==> src/rtl/pc_redirect_unit.sv <==
`default_nettype none
// ============================================================================
// Module      : pc_redirect_unit
// Description : Fetch program counter with branch/jump redirect, link-register
//               write strobe and optional MIPS-style delay slot.
//               Optional feature macro: DELAY_SLOT_EN (delay-slot semantics).
// Revision    : 1.0 - initial release
// ============================================================================
module pc_redirect_unit (
  input  logic        clk,
  input  logic        rst_n,
  input  logic        stall,
  input  logic        br_taken,
  input  logic [31:0] br_target,
  input  logic [31:0] br_pc,
  input  logic        jmp_valid,
  input  logic [31:0] jmp_target,
  input  logic [31:0] jmp_pc,
  input  logic        link_req,
  output logic [31:0] pc,
  output logic        if_id_flush,
  output logic        link_we,
  output logic [31:0] link_addr,
  output logic        slot_err
);

  localparam logic [31:0] C_PC_STEP     = 32'd4;
  localparam logic [31:0] C_LINK_OFFSET = 32'd8;
  localparam logic [31:0] C_ALIGN_MASK  = 32'hFFFF_FFFC;

  logic [31:0] r_pc;
  logic        r_link_we;
  logic [31:0] r_link_addr;

  logic        w_redirect;
  logic [31:0] w_target;
  logic [31:0] w_src_pc;
  logic [31:0] w_pc_inc;
  logic [31:0] w_pc_nxt;
  logic        w_accept;

  // Redirect request decode: the branch (older, EX stage) wins over the jump.
  always_comb begin
    w_redirect = br_taken | jmp_valid;
    w_target   = (br_taken ? br_target : jmp_target) & C_ALIGN_MASK;
    w_src_pc   = br_taken ? br_pc : jmp_pc;
    w_pc_inc   = r_pc + C_PC_STEP;
  end

`ifdef DELAY_SLOT_EN
  typedef enum logic [0:0] {
    ST_RUN  = 1'b0,
    ST_SLOT = 1'b1
  } state_t;

  state_t      r_state;
  state_t      w_state_nxt;
  logic [31:0] r_saved_target;
  logic [31:0] w_saved_nxt;
  logic        r_slot_err;
  logic        w_slot_err_nxt;

  // State, saved target and sticky slot error registers.
  always_ff @(posedge clk or negedge rst_n) begin
    if (!rst_n) begin
      r_state        <= ST_RUN;
      r_saved_target <= 32'h0;
      r_slot_err     <= 1'b0;
    end else begin
      r_state        <= w_state_nxt;
      r_saved_target <= w_saved_nxt;
      r_slot_err     <= w_slot_err_nxt;
    end
  end

  // Next-state logic: a redirect first executes the slot instruction, then jumps.
  always_comb begin
    w_state_nxt    = r_state;
    w_saved_nxt    = r_saved_target;
    w_slot_err_nxt = r_slot_err;
    w_pc_nxt       = r_pc;
    w_accept       = 1'b0;
    case (r_state)
      ST_RUN: begin
        if (w_redirect) begin
          w_accept    = 1'b1;
          w_saved_nxt = w_target;
          w_state_nxt = ST_SLOT;
        end
        if (!stall) begin
          w_pc_nxt = w_pc_inc;
        end
      end
      ST_SLOT: begin
        // A second redirect inside the slot is illegal: ignore it, flag it.
        if (w_redirect) begin
          w_slot_err_nxt = 1'b1;
        end
        if (!stall) begin
          w_pc_nxt    = r_saved_target;
          w_state_nxt = ST_RUN;
        end
      end
      default: begin
        w_state_nxt = ST_RUN;
      end
    endcase
  end

  assign if_id_flush = 1'b0;
  assign slot_err    = r_slot_err;
`else
  // Without a delay slot there is a single RUN state: redirect immediately and
  // squash the wrong-path instruction already fetched.
  always_comb begin
    w_accept = w_redirect;
    if (w_redirect) begin
      w_pc_nxt = w_target;
    end else if (stall) begin
      w_pc_nxt = r_pc;
    end else begin
      w_pc_nxt = w_pc_inc;
    end
  end

  assign if_id_flush = w_redirect & rst_n;
  assign slot_err    = 1'b0;
`endif

  // Fetch PC register.
  always_ff @(posedge clk or negedge rst_n) begin
    if (!rst_n) begin
      r_pc <= 32'h0;
    end else begin
      r_pc <= w_pc_nxt;
    end
  end

  // Link write strobe for one cycle after an accepted linking redirect.
  always_ff @(posedge clk or negedge rst_n) begin
    if (!rst_n) begin
      r_link_we   <= 1'b0;
      r_link_addr <= 32'h0;
    end else begin
      r_link_we <= w_accept & link_req;
      if (w_accept && link_req) begin
        r_link_addr <= w_src_pc + C_LINK_OFFSET;
      end
    end
  end

  assign pc        = r_pc;
  assign link_we   = r_link_we;
  assign link_addr = r_link_addr;

endmodule
`default_nettype wire

==> config.mk <==
export PLATFORM = sky130hd
export DESIGN_NAME = pc_redirect_unit
export DESIGN_NICKNAME = d
export VERILOG_FILES = /design/src/rtl/pc_redirect_unit.sv
export SDC_FILE = /design/constraint.sdc
export NUM_CORES = 1
export LEC_CHECK = 0
export ABC_AREA = 1
export CAP_MARGIN = 20
export CORE_ASPECT_RATIO = 0.75
export CORE_MARGIN = 2
export CORE_UTILIZATION = 39
export DETAILED_ROUTE_END_ITERATION = 12
export GPL_ROUTABILITY_DRIVEN = 0
export GPL_TIMING_DRIVEN = 0
export PLACE_DENSITY = 0.78
export SLEW_MARGIN = 20
export SYNTH_ARGS = -nofsm -noshare
export SYNTH_HDL_FRONTEND = slang
export SYNTH_SLANG_ARGS = --single-unit
==> constraint.sdc <==
create_clock -name clk -period 1.5 [get_ports clk]
set_input_delay 0.3 -clock clk [delete_from_list [all_inputs] [get_ports clk]]
set_output_delay 0.3 -clock clk [all_outputs]
set_load 0.05 [all_outputs]
==> results of run 1 <==
metal layers:
| layer | global-route usage [%] | wire [um] | vias to the layer above |
|---|---|---|---|
| met3 | 6.35 | 1820 | 35 |
| met5 | 0 | 0 | - |
| li1 | - | - | 2897 |
| met1 | 43.1 | 8850 | 2867 |
| met4 | 7.36 | 388 | 0 |
| met2 | 38.9 | 8430 | 303 |
flip-flops by register name, summed over array words and instances (netlist names):
register / count
link_addr: 32
pc: 30
link_we: 1
cell usage after synthesis, types with 2 or more instances:
library cell | count | area share (%)
nor2_1 | 90 | 7.2
buf_6 | 4 | 0.96
buf_4 | 5 | 0.80
a21oi_1 | 17 | 1.8
or2_2 | 11 | 1.5
o211ai_1 | 2 | 0.32
nor3_1 | 6 | 0.64
nand2_2 | 13 | 1.7
clkbuf_1 | 11 | 0.88
o21ai_0 | 19 | 2.0
nor2_2 | 10 | 1.3
a221oi_1 | 10 | 1.9
inv_2 | 2 | 0.16
a22o_1 | 3 | 0.56
buf_1 | 2 | 0.16
nor2_4 | 4 | 0.96
ha_1 | 2 | 0.53
inv_1 | 58 | 4.6
a31oi_1 | 14 | 1.9
a22oi_1 | 18 | 2.9
nand2_1 | 276 | 22
or2_1 | 2 | 0.27
o21bai_1 | 4 | 0.64
buf_2 | 6 | 0.64
nand4_1 | 4 | 0.53
nand3_1 | 68 | 7.3
o21ai_1 | 3 | 0.32
dfrtp_1 | 63 | 34
xor2_1 | 4 | 0.75
o311ai_0 | 2 | 0.37
metrics by stage:
step	setup slack (ns)	TNS, ns
after detailed placement	-1.31	-50.69
after CTS	-0.241	-0.315
final	-0.128	-0.564
after global routing	-0.185	-2.55
after global placement	-3.08	-189.49
after floorplan	-0.0725	-0.288
timing repair:
item	4_1_cts	5_1_grt
pin swaps	32	96
hold buffers	1	1
endpoints found under the hold margin	8	9
setup buffers	11	29
gates cloned	1	1
endpoints found under the setup margin	127	83
gates resized for setup	259	157
kinds of logic (layout without fill, tap and decap cells):
kind of cell | after synthesis | in the layout | share of synthesized area, %
simple gates | 485 | 485 | 43.6
buf+inv | 89 | 343 | 8.56
other cells | 1 | 4 | 0.0799
xor+xnor | 5 | 5 | 0.934
fa+ha+maj | 2 | 2 | 0.533
flops | 63 | 63 | 33.6
compound gates | 92 | 92 | 12.7
area by class of cell:
| class | instances | area [um^2] |
|---|---|---|
| Fill cell | 953 | 3290 |
| Sequential cell | 63 | 1610 |
| Clock buffer | 13 | 270 |
| Tap cell | 162 | 203 |
| Clock inverter | 3 | 40.0 |
| Timing Repair Buffer | 238 | 2370 |
| Antenna cell | 1 | 2.50 |
| Inverter | 60 | 230 |
| Multi-Input combinational cell | 587 | 3390 |
| Buffer | 29 | 255 |
final timing paths:
kind,startpoint,endpoint,cells after the start
worst max-delay path,pc[2],pc[26],9
max in group asynchronous,rst_n,pc[17],3
worst min register to register,link_addr[22],link_addr[22],2
worst min-delay path,rst_n,link_addr[29],2
worst max register to register,pc[2],pc[26],9
min in group clk,br_pc[13],link_addr[13],5
report_power, final:
group	switching (mW)	leakage [nW]	internal [mW]
registers	0.217	0.738	1.93
clock network	0.786	0.156	1.42
logic	1.74	3.05	1.04
total	2.74	3.95	4.38
==> qor.yml, run 1 <==
start_util_pct: 40.2
crit_chain: "ha_4 -> nand2_4 -> nor2_4 -> nand2_4 -> nor2_4 -> inv_2 -> o21ai_1 -> nand3_1 -> a21oi_1"
hp-class: "in2async"
synth.avg_cell_area_um2: 6.36
cp_max_fo: 6
grt_pass1_vias: 5481
drc: 0
die-area_um2: 12900
final_common_cell: "nand2_1"
clockBufferDepth: 2
critPathCaptureType: "flop"
first_pass_iters: 7
powerDensity_nw_per_um2: 851
synthCells: 737
worst_slack_ns: -0.128
ys_types: 34
cts_buffers: 9
layout.cells.non_filler: 1156
rsz0062_at_grt: "yes"
synth_area_um2: 4690
slew_violations: 0
synth-seq-cells: 63
critical_path.max_stage_delay_ns: 0.42
cts_sinks: 63
clock_latency_ns: 0.33
clk_pin_slew_ns: 0.06
post-dp-hpwl_mm: 13.4
max_cap_viol_count: 0
finalClockSkew_ns: 0.00437
vias_per_cell: 5.28
holdWs_ns: -0.0423
coreArea_um2: 11700
wl_per_cell_um: 16.9
h-tree-depth: 3
violations: "negative hold slack, negative setup slack"
cts-root-buf: "clkbuf_16"
cpMaxStageDelayCell: "dfrtp_2"
synth_top_flop_cell: "dfrtp_1"
finalPower_mw: 7.12
ant_nets: 0
relSlewSlack_pct: 65.7
hold_viol_final: 46
clock.fmax_mhz: 614
yosys_warnings: 0
fin_crit_sh_pct: 109
area_growth_pct: 78.4
io_buffers: 193
post-route-min-period_ns: 1.63
async_reset_ff_share_pct: 100
grt_pass1_wl_mm: 28.1
final_cell_mix: "nand2_1, clkdlybuf4s50_1, nor2_1, inv_1, nand3_1"
tightest_slew_ns: 0.513
fp-row-count: 34
status: "finished with violations"
drt_iter0_markers: 446
synth_edf_count: 0
setup_viol: 12
die_width_um: 131
synth-seq-area-share_pct: 33.6
vias: 6102
crit_family: "simple AND/OR/NAND/NOR gates"
cp.arrival_ns: 1.87
antenna_found_initial: 1
die_y_um: 99.0
postLayoutCoreUtil_pct: 71.8
gr-total-overflow: 0
grt_max_degree: 57
crit_buf_inv: 1
top_level_ports: 201
drive_above_1_share_pct: 34.0
p_leak_nw: 3.95
grt.total_usage_pct: 28.0
fin_area_um2: 8370
required_ns: 1.75
start_kind: "flop"
crit_type: "reg2reg"
cts_tree: "done"
nNetsFinal: 1124
reg2reg_slack_ns: -0.13
peakVddDrop_uv: 591
wirelength_mm: 19.5
placed_cells: 1095
dpl-instance-area_um2: 7030
Power figures use the tool's default switching activity.
==> inputs of run 2 (changes only) <==
Settings changed: CORE_UTILIZATION 39 to 55, DONT_BUFFER_PORTS set to 1, PLACE_DENSITY 0.78 to 0.73.
==> qor.yml, run 2 (synthesis gave the netlist of run 1 again) <==
cpMaxStageDelayCell: "dfrtp_4"
rr_endpoint: "pc[20]"
worst_slack_ns: -0.248  # -0.120 ns
status: "finished with violations"
hold_viol_final: 63  # +37%
wirelength_mm: 15.7  # -19%
wl_per_cell_um: 18.0  # +6.9%
drt-met1-wl_mm: 6.81  # -23%
first_pass_iters: 8  # +1
crit_chain: "ha_4 -> nand2_4 -> nor2_4 -> nand2_4 -> nor2_4 -> buf_4 -> nand4_1 -> nand3_2 -> a21oi_1"
start_kind: "flop"
fillCellCount: 710  # -25%
wl_met3_mm: 1.78  # -2.7%
start_util_pct: 56.0  # +16 points
holdWs_ns: -0.346  # -0.304 ns
crit_buf_inv: 1  # unchanged
powerDensity_nw_per_um2: 1080  # +27%
grt_pass1_vias: 4799  # -12%
drc: 0  # unchanged
crit_family: "simple AND/OR/NAND/NOR gates"
critical_path.max_stage_delay_ns: 0.57  # +0.15 ns
peakVddDrop_uv: 762  # +29%
top_level_ports: 201  # unchanged
coreArea_um2: 8380  # -28%
clock_latency_ns: 0.34  # about the same
crit_type: "reg2reg"
largest_reg_flops: 32  # unchanged
seq_area_um2: 1650  # +2.8%
antenna_found_initial: 0  # -1
multi_input_area_um2: 3180  # -6.3%
clock.fmax_mhz: 572  # -6.9%
layout.cells.non_filler: 872  # -25%
dpl-instance-area_um2: 5000  # -29%
highest_layer: "met4"
post-dp-hpwl_mm: 11.5  # -15%
r2r_start: "pc[2]"
grt_pass1_wl_mm: 24.6  # -13%
violations: "negative hold slack, negative setup slack"
reg2reg_slack_ns: -0.25  # -0.12 ns
clk_pin_slew_ns: 0.06  # about the same
placed_cells: 847  # -23%
p_leak_nw: 2.58  # -35%
tightest_slew_ns: 0.605  # +0.0913 ns
finalClockSkew_ns: 0.0101  # +0.00576 ns
die-area_um2: 9290  # -28%
cts_sinks: 63  # unchanged
final_cell_mix: "nand2_1, nor2_1, nand3_1, inv_1, dfrtp_1"
drive_above_1_share_pct: 25.8  # -8.3 points
final_common_cell: "nand2_1"
setup_viol: 24  # +12
antenna_cells: 0  # -1
vias: 5126  # -16%
cp.arrival_ns: 1.97  # +0.10 ns
critPathCaptureType: "flop"
r2r_cells: 9  # unchanged
grt.total_usage_pct: 33.4  # +5.4 points
cts_buffers: 9  # unchanged
relSlewSlack_pct: 59.7  # -6.0 points
clockBufferDepth: 2  # unchanged
gr-total-overflow: 0  # unchanged
cts-root-buf: "clkbuf_16"
fin_area_um2: 5780  # -31%
die_y_um: 84.0  # -15%
slew_violations: 0  # unchanged
hp-class: "in2async"
cts_tree: "done"
drt_iter0_markers: 435  # -2.5%
max_cap_viol_count: 0  # unchanged
h-tree-depth: 3  # unchanged
post-route-min-period_ns: 1.75  # +0.120 ns
fp-row-count: 29  # -15%
vias_per_cell: 5.88  # +11%
cp_max_fo: 5  # -1
ant_nets: 0  # unchanged
grt_max_degree: 65  # +14%
io_buffers: 0  # -100%
required_ns: 1.72  # -0.03 ns
nNetsFinal: 895  # -20%
die_width_um: 111  # -15%
postLayoutCoreUtil_pct: 69.0  # -2.8 points
wl_met2_mm: 6.81  # -19%
fin_crit_sh_pct: 117  # +8.0 points
area_growth_pct: 23.2
rsz0062_at_grt: "yes"
[run 2: cell types whose count changed in the layout (fill, tap and decap cells not counted), moves of 8 or more]
| cell | change |
|---|---|
| clkdlybuf4s50_1 | -97 |
| clkdlybuf4s15_2 | -38 |
| buf_4 | -36 |
| nand2_1 | +32 |
| clkbuf_2 | -24 |
| dlymetal6s2s_1 | -23 |
| nand2_2 | -21 |
| dfrtp_4 | +16 |
| dfrtp_2 | -12 |
| nand2_4 | -11 |
| nand3_2 | -10 |
| clkbuf_1 | +9 |
| nand3_1 | +9 |
| clkdlybuf4s15_1 | -8 |
[run 2: timing repair]
| action | in CTS | in global routing |
|---|---|---|
| endpoints found under the hold margin | 63 | 63 |
| setup endpoints to repair | 26 | 41 |
| gates resized for setup | 92 | 41 |
| setup buffers | 7 | 2 |
| pin swaps | 23 | 10 |
| cloned | 0 | 0 |
[run 2: worst reg2reg max path: stages, from the launching register on]
cell and delay, ns:
dfrtp_4 0.57, ha_4 0.19, nand2_4 0.05, nor2_4 0.13, nand2_4 0.10, nor2_4 0.15, buf_4 0.14, nand4_1 0.11
nand3_2 0.11, a21oi_1 0.06
[run 2: worst max path at each step]
stage	from	cells past startpoint	slack [ns]	end
floorplan	pc[3]	9	-0.07	pc[20]
global placement	pc[2]	8	-0.31	pc[25]
detailed placement	pc[2]	8	-0.40	pc[25]
CTS	pc[2]	9	-0.20	pc[26]
global route	pc[2]	10	-0.32	pc[22]
finish	pc[2]	9	-0.25	pc[20]
[run 2: stage by stage]
stage                     power [mW]  TNS, ns  setup WS (ns)
after floorplan                 3.61   -0.288        -0.0725
after global placement          3.84   -10.60         -0.309
after detailed placement        3.88   -13.09         -0.395
after CTS                       6.15    -2.38         -0.203
after global routing            6.46    -4.83         -0.321
final                           6.23    -3.13         -0.248
[run 2: final cells by class]
type | count | area share (%)
flip-flops and latches | 63 | 28.6
well taps | 108 | 2.34
clock buffers | 13 | 4.50
repair buffers | 9 | 1.36
multi-input cells | 587 | 54.9
clock inverters | 3 | 0.736
plain buffers | 29 | 3.55
inverters | 60 | 3.98
[run 2: per-layer routing]
layer / vias up / global-route usage, %
met5: - / 0
met4: 0 / 10.0
met3: 35 / 10.1
met2: 291 / 49.7
met1: 2370 / 46.9
li1: 2430 / -
[run 2: report_power, final]
part	leakage (nW)	switching [mW]	internal (mW)
registers	0.734	1.07	1.94
logic	1.70	0.658	0.388
clock network	0.146	0.791	1.38
==> inputs of run 3 (changes only) <==
Settings changed: CORE_UTILIZATION 55 to 58, PLACE_DENSITY 0.73 to 0.76, TNS_END_PERCENT set to 1.
==> qor.yml, run 3 (synthesis gave the netlist of run 1 again) <==
status: "finished with violations"
violations: "negative hold slack, negative setup slack"
postLayoutCoreUtil_pct: 67.5  # -1.5 points
final_cell_mix: "nand2_1, nor2_1, nand3_1, inv_1, dfrtp_1"
crit_chain: "ha_4 -> nand2_4 -> nor2_4 -> nand2_4 -> nor2_4 -> inv_2 -> o21ai_1 -> nand3_1 -> a21oi_1"
cts_buffers: 9  # unchanged
io_buffers: 0  # unchanged
top_level_ports: 201  # unchanged
finalClockSkew_ns: 0.0170  # +0.00686 ns
area_growth_pct: 13.4
p_leak_nw: 2.44  # -5.5%
hp-class: "in2async"
power_switching_mw: 2.38  # -5.6%
hold_viol_final: 63  # unchanged
h-tree-depth: 3  # unchanged
cp_max_fo: 4  # -1
final_common_cell: "nand2_1"
post-route-min-period_ns: 1.76  # +0.0160 ns
die_y_um: 81.9  # -2.5%
switching_share_pct: 45.1  # +4.6 points
clockBufferDepth: 2  # unchanged
clock_power_share_pct: 25.8  # -9.0 points
ant_nets: 0  # unchanged
seqPwrFrac_pct: 56.0  # +7.6 points
rsz0062_at_grt: "yes"
clock_latency_ns: 0.36  # +0.02 ns
first_pass_iters: 5  # -3
powerDensity_nw_per_um2: 993  # -7.8%
die_width_um: 108  # -2.5%
fin_area_um2: 5320  # -8.0%
required_ns: 1.78  # +0.06 ns
critPathCaptureType: "flop"
max_cap_viol_count: 0  # unchanged
cp.arrival_ns: 2.05  # +0.08 ns
wirelength_mm: 15.2  # -3.0%
grt_max_degree: 65  # unchanged
vias: 5162  # +0.70%
clk_pin_slew_ns: 0.08  # +0.02 ns
post-dp-hpwl_mm: 11.4  # -0.85%
layout.cells.non_filler: 866  # -0.69%
r2r_start: "pc[3]"
dpl-instance-area_um2: 4920  # -1.7%
start_util_pct: 59.5  # +3.5 points
start_kind: "flop"
nNetsFinal: 892  # -0.34%
tightest_slew_ns: 0.644  # +0.0390 ns
tns_ns: -3.88  # -0.756 ns
holdWs_ns: -0.379  # -0.0327 ns
fillCellCount: 745  # +4.9%
fp-row-count: 28  # -3.4%
cpMaxStageDelayCell: "dfrtp_2"
setup_viol: 25  # +4.2%
largest_reg_flops: 32  # unchanged
drive_above_1_share_pct: 20.1  # -5.7 points
peakVddDrop_uv: 655  # -14%
clock.fmax_mhz: 567  # -0.91%
antenna_cells: 0  # unchanged
fin_crit_sh_pct: 118  # +1.1 points
grt_pass1_vias: 4735  # -1.3%
die-area_um2: 8830  # -5.0%
critical_path.max_stage_delay_ns: 0.58  # about the same
crit_type: "reg2reg"
cts_sinks: 63  # unchanged
slew_violations: 0  # unchanged
combPwrFrac_pct: 18.2  # +1.4 points
gr-total-overflow: 0  # unchanged
drt_iter0_markers: 483  # +11%
worst_slack_ns: -0.264  # -0.0160 ns
p_int_mw: 2.90  # -22%
grt.total_usage_pct: 34.4  # +0.96 points
crit_family: "flip-flops"
drc: 0  # unchanged
coreArea_um2: 7880  # -6.0%
relSlewSlack_pct: 57.1  # -2.6 points
placed_cells: 844  # -0.35%
finalPower_mw: 5.28  # -15%
crit_start: "pc[3]"
vias_per_cell: 5.96  # +1.4%
place_ws_ns: -0.450  # -0.0549 ns
cts_tree: "done"
cts-root-buf: "clkbuf_8"
wl_per_cell_um: 17.6  # -2.3%
antenna_found_initial: 0  # unchanged
grt_pass1_wl_mm: 23.3  # -5.0%
crit_buf_inv: 1  # unchanged
-- run 3: changes by cell type in the layout (fill, tap and decap cells not counted), sizes merged --
cell    before  now
clkinv       1    3
clkbuf      27   24
bufinv       1    0
buf         24   23
-- run 3: routing by layer --
layer	vias to the layer above	GRT usage (%)	share of wire, %
li1	2427	-	-
met1	2382	46.7	44
met2	312	51.9	42
met3	41	10.3	12
met4	0	12.3	2.0
met5	-	0	0
-- run 3: power groups by stage --
| stage | sequential [mW] | combinational [mW] | clock (mW) |
|---|---|---|---|
| floorplan | 2.88 | 0.715 | 0 |
| global placement | 2.96 | 0.857 | 0 |
| detailed placement | 2.96 | 0.890 | 0 |
| CTS | 2.94 | 0.909 | 1.38 |
| global route | 2.99 | 1.08 | 1.45 |
| finish | 2.96 | 0.961 | 1.36 |
-- run 3: timing repair --
action | CTS | global route
gates resized for setup | 27 | 39
endpoints found under the setup margin | 26 | 45
endpoints found under the hold margin | 63 | 63
buffers inserted | 4 | 2
pin swaps | 6 | 6
-- run 3: cell type report --
class	count	area, um^2	share of cell area [%]
Multi-Input combinational cell	587	2940	55.3
Sequential cell	63	1620	30.5
Inverter	60	225	4.23
Buffer	29	186	3.50
Clock buffer	12	145	2.73
Tap cell	105	131	2.47
Timing Repair Buffer	6	45.0	0.847
Clock inverter	4	22.5	0.423
-- run 3: worst reg2reg max path, stage by stage, from the launching register on --
cell     delay (ns)
dfrtp_2        0.58
ha_4           0.21
nand2_4        0.06
nor2_4         0.14
nand2_4        0.10
nor2_4         0.14
inv_2          0.07
o21ai_1        0.13
nand3_1        0.12
a21oi_1        0.15
-- run 3: final timing paths --
path	endpoint	slack, ns	cells after the start
setup / recovery	pc[20]	-0.26	9
hold / removal	pc[8]	-0.38	0
setup reg to reg	pc[20]	-0.26	9
hold reg to reg	pc[16]	0.74	2
max in group asynchronous	pc[24]	1.70	0
min in group clk	link_addr[2]	0.10	2
